`config.mk`:
```
export PLATFORM = sky130hd
export DESIGN_NAME = shift_right_arith
export DESIGN_NICKNAME = d
export VERILOG_FILES = /design/src/rtl/shift_right_arith.sv
export SDC_FILE = /design/constraint.sdc
export NUM_CORES = 1
export LEC_CHECK = 0
export ABC_CLOCK_PERIOD_IN_PS = 800
export CAP_MARGIN = 20
export CORE_MARGIN = 4
export CORE_UTILIZATION = 53
export DETAILED_ROUTE_END_ITERATION = 8
export DONT_BUFFER_PORTS = 1
export GPL_TIMING_DRIVEN = 0
export HOLD_SLACK_MARGIN = 0.06
export PLACE_DENSITY_LB_ADDON = 0.08
export REMOVE_ABC_BUFFERS = 1
export SLEW_MARGIN = 30
export SYNTH_ARGS = -nofsm -noshare
export SYNTH_HDL_FRONTEND = slang
export SYNTH_SLANG_ARGS = --single-unit
```
`constraint.sdc`:
```
create_clock -name clk_i -period 0.8 [get_ports clk_i]
set_input_delay 0.04 -clock clk_i [delete_from_list [all_inputs] [get_ports clk_i]]
set_output_delay 0.04 -clock clk_i [all_outputs]
set_load 0.005 [all_outputs]
```
`src/rtl/shift_right_arith.sv`:
```
// -----------------------------------------------------------------------------
// shift_right_arith
//
// Registered arithmetic right shifter with a shift amount fixed at elaboration
// time. It is used for SRAI-style constant shifts in the RV32 datapath.
//
// The operand is shifted right by SHAMT bit positions. Each vacated MSB gets a
// copy of the operand's sign bit. The shifter is built in barrel form: there
// are log2(WIDTH) mux stages, and stage s moves the value right by 2**s
// positions when bit s of SHAMT is set. The result is registered, so the
// latency is one cycle. A new operand can be accepted on every cycle.
//
// Parameters
//   SHAMT     constant shift amount, legal range 0..WIDTH-1
//   WIDTH     operand/result width, a power of two and >= 2
//
// Ports
//   clk_i     in   1      clock; all state changes on the rising edge
//   rst_i     in   1      synchronous reset, active-high; wins over valid_i
//   valid_i   in   1      qualifies data_i; data is captured only when 1
//   data_i    in   WIDTH  operand, two's complement
//   result_o  out  WIDTH  registered $signed(data_i) >>> SHAMT
//   valid_o   out  1      high for one cycle for each captured operand
//   sticky_o  out  1      OR of the bits shifted out of the captured operand
//
// Build option
//   SRA_STICKY_EN  If this macro is defined, sticky_o is registered alongside
//                  result_o for the downstream rounding logic. If it is not
//                  defined, sticky_o is tied to 0 and no sticky logic is built.
// -----------------------------------------------------------------------------
module shift_right_arith #(
    parameter int SHAMT = 5,
    parameter int WIDTH = 32
) (
    input  logic             clk_i,
    input  logic             rst_i,
    input  logic             valid_i,
    input  logic [WIDTH-1:0] data_i,
    output logic [WIDTH-1:0] result_o,
    output logic             valid_o,
    output logic             sticky_o
);

    localparam int STAGES = (WIDTH > 1) ? $clog2(WIDTH) : 1;

    // -------------------------------------------------------------------------
    // Elaboration-time parameter checks
    // -------------------------------------------------------------------------
    generate
        if (WIDTH < 2 || (WIDTH & (WIDTH - 1)) != 0) begin : g_bad_width
            $error("shift_right_arith: WIDTH=%0d must be a power of two >= 2", WIDTH);
        end
        if (SHAMT < 0 || SHAMT >= WIDTH) begin : g_bad_shamt
            $error("shift_right_arith: SHAMT=%0d out of range 0..%0d", SHAMT, WIDTH - 1);
        end
    endgenerate

    // -------------------------------------------------------------------------
    // Barrel network
    // stage[0] is the raw operand and stage[STAGES] is the fully shifted value.
    // Each stage is either a fixed sign-filling shift or a plain pass-through,
    // chosen when the design is elaborated. A constant shift therefore reduces
    // to wiring after synthesis. The stages are kept so the structure matches
    // the variable-shift barrel found elsewhere in the datapath.
    // -------------------------------------------------------------------------
    logic [WIDTH-1:0] stage [STAGES+1];

    // NOTE: continuous assigns with one driver per net cannot infer latches,
    // unlike an always block that leaves a path unassigned.
    assign stage[0] = data_i;

    generate
        for (genvar s = 0; s < STAGES; s++) begin : g_stage
            localparam int STEP = 1 << s;
            if (((SHAMT >> s) % 2) == 1) begin : g_shift
                assign stage[s+1] = {{STEP{stage[s][WIDTH-1]}},
                                     stage[s][WIDTH-1:STEP]};
            end else begin : g_pass
                assign stage[s+1] = stage[s];
            end
        end
    endgenerate

    // -------------------------------------------------------------------------
    // Output registers
    // -------------------------------------------------------------------------
    // NOTE: all sequential state uses non-blocking assignments. Every register
    // then samples its inputs before any of them update, so the result does
    // not depend on the order of the statements.
    always_ff @(posedge clk_i) begin
        if (rst_i) begin
            // NOTE: the data register is reset as well as the valid flag,
            // because result_o must read exactly 0 after reset and not
            // just be marked invalid.
            result_o <= '0;
            valid_o  <= 1'b0;
        end else begin
            valid_o <= valid_i;
            if (valid_i) begin
                result_o <= stage[STAGES];
            end
        end
    end

`ifdef SRA_STICKY_EN
    // Mask of the bit positions that are shifted out. It is zero when
    // SHAMT = 0, which keeps sticky_o at 0 without a separate SHAMT = 0 case.
    localparam logic [WIDTH-1:0] STICKY_MASK =
        (WIDTH'(1) << SHAMT) - WIDTH'(1);

    logic sticky_next;
    assign sticky_next = |(data_i & STICKY_MASK);

    always_ff @(posedge clk_i) begin
        if (rst_i) begin
            sticky_o <= 1'b0;
        end else if (valid_i) begin
            sticky_o <= sticky_next;
        end
    end
`else
    assign sticky_o = 1'b0;
`endif

endmodule

```
Yosys cells after proc, flatten, opt, wreduce, memory -nomap -nowiden --
Index checks and enable logic that the tools add are counted.
Storage, ports and cells: flip-flop bits (word level) 28, bits of input ports 35, output and inout bits 34, word-level logic and storage cells 2

Depth between registers and ports, before layout --
Gate-level depths: netlist of run 1.
depth in word-level cells 0, gate-level depth with buffers 4, depth with buffers taken out 2

Worst setup path after synthesis of run 1 --
OpenSTA, ideal clock, no wires.
path kind input to register, start point in valid_i, end point reg result_o[10], library setup time 0.117 ns, data arrival time 0.541 ns, required time 0.683 ns, setup slack 0.142 ns, stages 4, path buffers 2, cell sequence buf_6 > buf_12 > mux2i_1 > nor2_1
RTL lines:
- start: declaration | line 37 | input logic valid_i,
- end signal: assignment | line 100 | result_o <= stage[STAGES];
- end: declaration | line 39 | output logic [WIDTH-1:0] result_o,

Worst setup path after layout of run 1 --
start point reg result_o[26] (netlist name), end point out result_o[28]
No word-level cell between the ends.

==> reports/metrics.cfg, run 1 <==
[outcome]
status=finished, violations left
violations=negative hold slack

[layout]
final_cells=114
fillers=170
fin_util=0.568
syn_to_final_growth_pct=-2.85
final-seq-area_um2=564
final_area_mm2=0.00102
drive_gt1_frac=0.0562
antennaDiodeCount=0
multi_input_area_um2=382
layout.nets=125

[setup_path]
worstPathMaxFanout=7
worst-setup-path-type=flip-flop to output port
worstPathArrival_ps=740
cp-start-kind=flip-flop
cp_data_required_time_ps=760
end_kind=output port

[flow_run]
drv_cap=0

[synthesis]
yosysSeqAreaShare=0.532
synth_area_leaders=dfxtp_1 53%, mux2i_1 26%, nor2_1 9.6%
syn_avg_cell_area_um2=11.0
synth_cell_types=9
yosys_warnings=0
syn_area_mm2=0.00105
syn-instance-count=96
yosys.area.top_type=dfxtp_1
ys_seq_elements=28
synth_top_area_share=0.532

[timing]
rsz0062_at_grt=yes
finalHoldViolations=27
fin_crit_sh=0.973
period_minus_slack_ps=778
slew_violations=0
setup_violations=0
fin_skew_ps=0
holdWs_ps=-227
fmaxAchievable_mhz=1280

[power]
p_switching_uw=489
vdd_drop_max_mv=1.23
power.density_mw_per_mm2=2280
p_clk_frac=0.281
p_comb_frac=0.056
p_seq_frac=0.663
p_sw_frac=0.210
p_leak_uw=0.000472
cellInternalPower_uw=1840

[clock_network]
cts_sinks=28
cts-root-buf=clkbuf_4
cts_buffer_depth=2
insertion_delay_ps=310
numCtsBuffers=3
cts_tree=done
hold_buffers=1
cts_htree_levels=1
clk_pin_slew_ps=140

[floorplanning]
io_pins=69
dieArea_mm2=0.00277
core_area_mm2=0.00180
start_util=0.585
die_h_um=52.6
num_rows=15
fp.dieW_um=52.6

[detailed_routing]
antenna_left=0
drt_pass1_iterations=4
drt-initial-drc-count=5
wirelength_um=1830
wl_per_cell_um=16.1
vias_per_cell=5.22
post-route-drc-count=0
vias=595

[global_route]
grt-ovfl-total=0
antenna_found_initial=0
grt_pass1_vias=641
grt_pass1_wl_um=2800
grt_use_total=0.139
grt_max_degree=29

[placed_design]
placed_cells=109
placed_cell_area_um2=973
port_buffers=0
dp_hpwl_um=1270
gp_congestion=0.592

[min_path]
hold_class=input pin to flip-flop

## logic make-up (layout without fill, tap and decap cells)
group,count (synthesis),count (layout),synth area share
DFF,28,28,0.532
muxes,27,27,0.257
and+or+nand+nor,28,28,0.102
buffers and inverters,12,5,0.106
other,1,1,0.00356
## timing repair
item	4_1_cts	5_1_grt
gates resized for setup	2	0
setup buffers	0	0
cloned	0	0
endpoints found under the setup margin	7	6
endpoints found under the hold margin	28	27
## synth_stat cells
| master | count |
|---|---|
| buf_12 | 2 |
| buf_2 | 3 |
| buf_4 | 6 |
| buf_6 | 1 |
| conb_1 | 1 |
| dfxtp_1 | 28 |
| mux2i_1 | 27 |
| nor2_1 | 27 |
| nor2b_1 | 1 |
## final cells by class
| class | count | share of cell area |
|---|---|---|
| Sequential cell | 28 | 0.551 |
| Multi-Input combinational cell | 56 | 0.373 |
| Clock buffer | 4 | 0.0355 |
| Tap cell | 25 | 0.0306 |
| Timing Repair Buffer | 1 | 0.00978 |
## sequential cells by signal, summed over array words and instances, names as in the netlist
register / cells
valid_o: 1
result_o: 27
## through the flow
step	total power, µW	setup slack [ps]	hold WS, ps	setup TNS, ps
floorplan	1680	70.7	112	0
global placement	1700	24.0	115	0
detailed placement	1710	8.68	116	0
CTS	2370	2.46	-243	0
global route	2450	-29.9	-256	-179
finish	2330	21.6	-227	0
## worst paths after layout
path | startpoint | end | slack (ps) | cells after the start
setup / recovery | result_o[26]$_SDFFE_PP0P_ | result_o[28] | 20 | 0
hold / removal | rst_i | result_o[11]$_SDFFE_PP0P_ | -230 | 1
setup reg to reg | result_o[26]$_SDFFE_PP0P_ | result_o[26]$_SDFFE_PP0P_ | 120 | 2
hold reg to reg | result_o[12]$_SDFFE_PP0P_ | result_o[12]$_SDFFE_PP0P_ | 540 | 2
## power groups by stage
stage | clock network, µW | logic [µW] | registers, µW
5_1_grt | 738 | 153 | 1560
3_3_place_gp | 0 | 121 | 1580
2_1_floorplan | 0 | 117 | 1560
3_5_place_dp | 0 | 130 | 1580
4_1_cts | 685 | 133 | 1550
6_report | 655 | 131 | 1550
## layout by cell type, fill, tap and decap left out, drive strengths merged
cell type	n
conb	1
dlygate4sd3	1
nor2b	1
nor2	27
mux2i	27
clkbuf	4
dfxtp	28
## metal layers
| metal | part of all wire | wire length, µm | track usage |
|---|---|---|---|
| met5 | 0 | 0 | 0 |
| met4 | 0.0055 | 10 | 0.0638 |
| met3 | 0.13 | 235 | 0.0370 |
| met2 | 0.50 | 912 | 0.250 |
| met1 | 0.37 | 674 | 0.148 |
No activity file was read; power rests on OpenSTA's default activity.
==> inputs of run 2 (changes only) <==
Settings changed: CTS_BUF_LIST set to sky130_fd_sc_hd__clkbuf_16.
==> reports/metrics.cfg, run 2 (synthesized netlist as in run 1, its figures left out) <==
[layout]
final-seq-area_um2=562  ; was 564 µm²
syn_to_final_growth_pct=0.950  ; was -2.85%
layout_common_cells=27 x mux2i_1, 27 x nor2_1, 27 x dfxtp_1, 3 x clkbuf_16  ; was 27 x mux2i_1, 27 x nor2_1, 27 x dfxtp_1, 3 x clkbuf_4
layout.nets=125  ; unchanged
final_area_mm2=0.00106  ; was 0.00102 mm²
fillers=167  ; was 170
largest_reg_flops=27  ; unchanged
regMostFlops=result_o  ; unchanged
drive_gt1_frac=0.0449  ; was 0.0562
antennaDiodeCount=0  ; unchanged
final_cells=114  ; unchanged
reg_top3=result_o (27), valid_o (1)  ; unchanged
multi_input_area_um2=382  ; unchanged

[floorplanning]
num_rows=15  ; unchanged
die_h_um=52.6  ; unchanged
core_area_mm2=0.00180  ; unchanged
dieArea_mm2=0.00277  ; unchanged
io_pins=69  ; unchanged
start_util=0.585  ; unchanged
fp.dieW_um=52.6  ; unchanged

[clock_network]
cts_htree_levels=1  ; unchanged
insertion_delay_ps=250  ; was 310 ps
cts-root-buf=clkbuf_16  ; was clkbuf_4
numCtsBuffers=3  ; unchanged
cts_tree=done  ; unchanged
clk_pin_slew_ps=60  ; was 140 ps
cts_sinks=28  ; unchanged
hold_buffers=1  ; unchanged
cts_buffer_depth=2  ; unchanged

[timing]
holdWs_ps=-150  ; was -227 ps
rsz0062_at_grt=no  ; was yes
fin_crit_sh=0.905  ; was 0.973
fmaxAchievable_mhz=1380  ; was 1280 MHz
setup_violations=0  ; unchanged
setup-tns-final_ps=0  ; unchanged
finalHoldViolations=27  ; unchanged
setup_slack_ps=76.2  ; was 21.6 ps
slew_violations=0  ; unchanged
fin_skew_ps=0  ; unchanged
period_minus_slack_ps=724  ; was 778 ps

[setup_path]
worstPathMaxFanout=7  ; unchanged
end_kind=output port  ; unchanged
r2r_cells=2  ; unchanged
r2r_end=result_o[26]$_SDFFE_PP0P_  ; unchanged
reg2reg_from=result_o[26]$_SDFFE_PP0P_  ; unchanged
r2r_slack_ps=120  ; about the same
worst-setup-path-type=flip-flop to output port  ; unchanged
worstPathArrival_ps=680  ; was 740 ps
cp-start-kind=flip-flop  ; unchanged
cp_data_required_time_ps=760  ; about the same
critPathLaunch=result_o[26]$_SDFFE_PP0P_  ; unchanged

[detailed_routing]
antenna_left=0  ; unchanged
wl_per_cell_um=15.9  ; was 16.1 µm
vias=601  ; was 595
vias_per_cell=5.27  ; was 5.22
wirelength_um=1810  ; was 1830 µm
drt_pass1_iterations=4  ; unchanged
drt-initial-drc-count=5  ; unchanged
post-route-drc-count=0  ; unchanged

[min_path]
hold_class=input pin to flip-flop  ; unchanged
whs_endpoint=result_o[11]$_SDFFE_PP0P_  ; unchanged
hp-start=rst_i  ; unchanged
hold_depth=1  ; unchanged

[placed_design]
dpl_worst_slack_ps=8.68  ; unchanged
port_buffers=0  ; unchanged
placed_cells=109  ; unchanged
dp_hpwl_um=1270  ; unchanged
gp_congestion=0.592  ; unchanged
placed_cell_area_um2=973  ; unchanged

[power]
power.density_mw_per_mm2=2600  ; was 2280 mW/mm²
p_comb_frac=0.047  ; was 0.056
p_sw_frac=0.192  ; was 0.210
p_leak_uw=0.000490  ; was 0.000472 µW
vdd_drop_max_mv=1.58  ; was 1.23 mV
p_clk_frac=0.393  ; was 0.281
p_seq_frac=0.559  ; was 0.663
p_switching_uw=531  ; was 489 µW
cellInternalPower_uw=2230  ; was 1840 µW

[global_route]
grt_pass1_wl_um=2800  ; unchanged
grt_pass1_vias=640  ; was 641
grt_use_total=0.138  ; was 0.139
grt_max_degree=29  ; unchanged
antenna_found_initial=0  ; unchanged
grt-ovfl-total=0  ; unchanged

[outcome]
status=finished, violations left  ; unchanged
violations=negative hold slack  ; unchanged

[flow_run]
drv_cap=0  ; unchanged

-- run 2: cell types whose count changed in the layout (fill, tap and decap cells not counted), sizes merged --
cell	before	now
clkbuf	4	3
clkinv	0	1
-- run 2: final cells by class --
class / instances / share of cell area
clock buffer: 3 / 0.0706
clock inverter: 1 / 0.00353
multi-input combinational: 56 / 0.359
sequential: 28 / 0.528
tap: 25 / 0.0294
timing repair buffer: 1 / 0.00941
-- run 2: repair_timing --
action | in CTS | in global routing
endpoints found under the setup margin | 7 | 0
buffers inserted | 0 | 0
hold endpoints to repair | 28 | 27
resized for setup | 1 | 0
-- run 2: metal layers --
metal	wire (µm)	GRT usage	vias up
li1	-	-	290
met1	701	0.151	275
met2	867	0.244	34
met3	235	0.0456	2
met4	10	0.0511	0
met5	0	0	-
-- run 2: metrics by stage --
stage | power [µW] | utilization
floorplan | 1680 | -
global placement | 1700 | 0.540
detailed placement | 1710 | 0.540
CTS | 2800 | 0.590
global route | 2880 | 0.590
finish | 2760 | 0.590
-- run 2: power groups by stage --
stage / Sequential, µW / Clock, µW / Combinational (µW)
detailed placement: 1580 / 0 / 130
CTS: 1550 / 1120 / 133
global route: 1560 / 1170 / 153
finish: 1550 / 1090 / 131
global placement: 1580 / 0 / 121
floorplan: 1560 / 0 / 117
-- run 2: worst max-delay path by stage --
| stage | endpoint | cells after the start |
|---|---|---|
| 6_report | result_o[28] | 0 |
| 5_1_grt | result_o[29] | 0 |
| 4_1_cts | result_o[26] | 0 |
| 3_5_place_dp | result_o[26]$_SDFFE_PP0P_ | 2 |
| 3_3_place_gp | result_o[26]$_SDFFE_PP0P_ | 2 |
| 2_1_floorplan | result_o[26]$_SDFFE_PP0P_ | 2 |
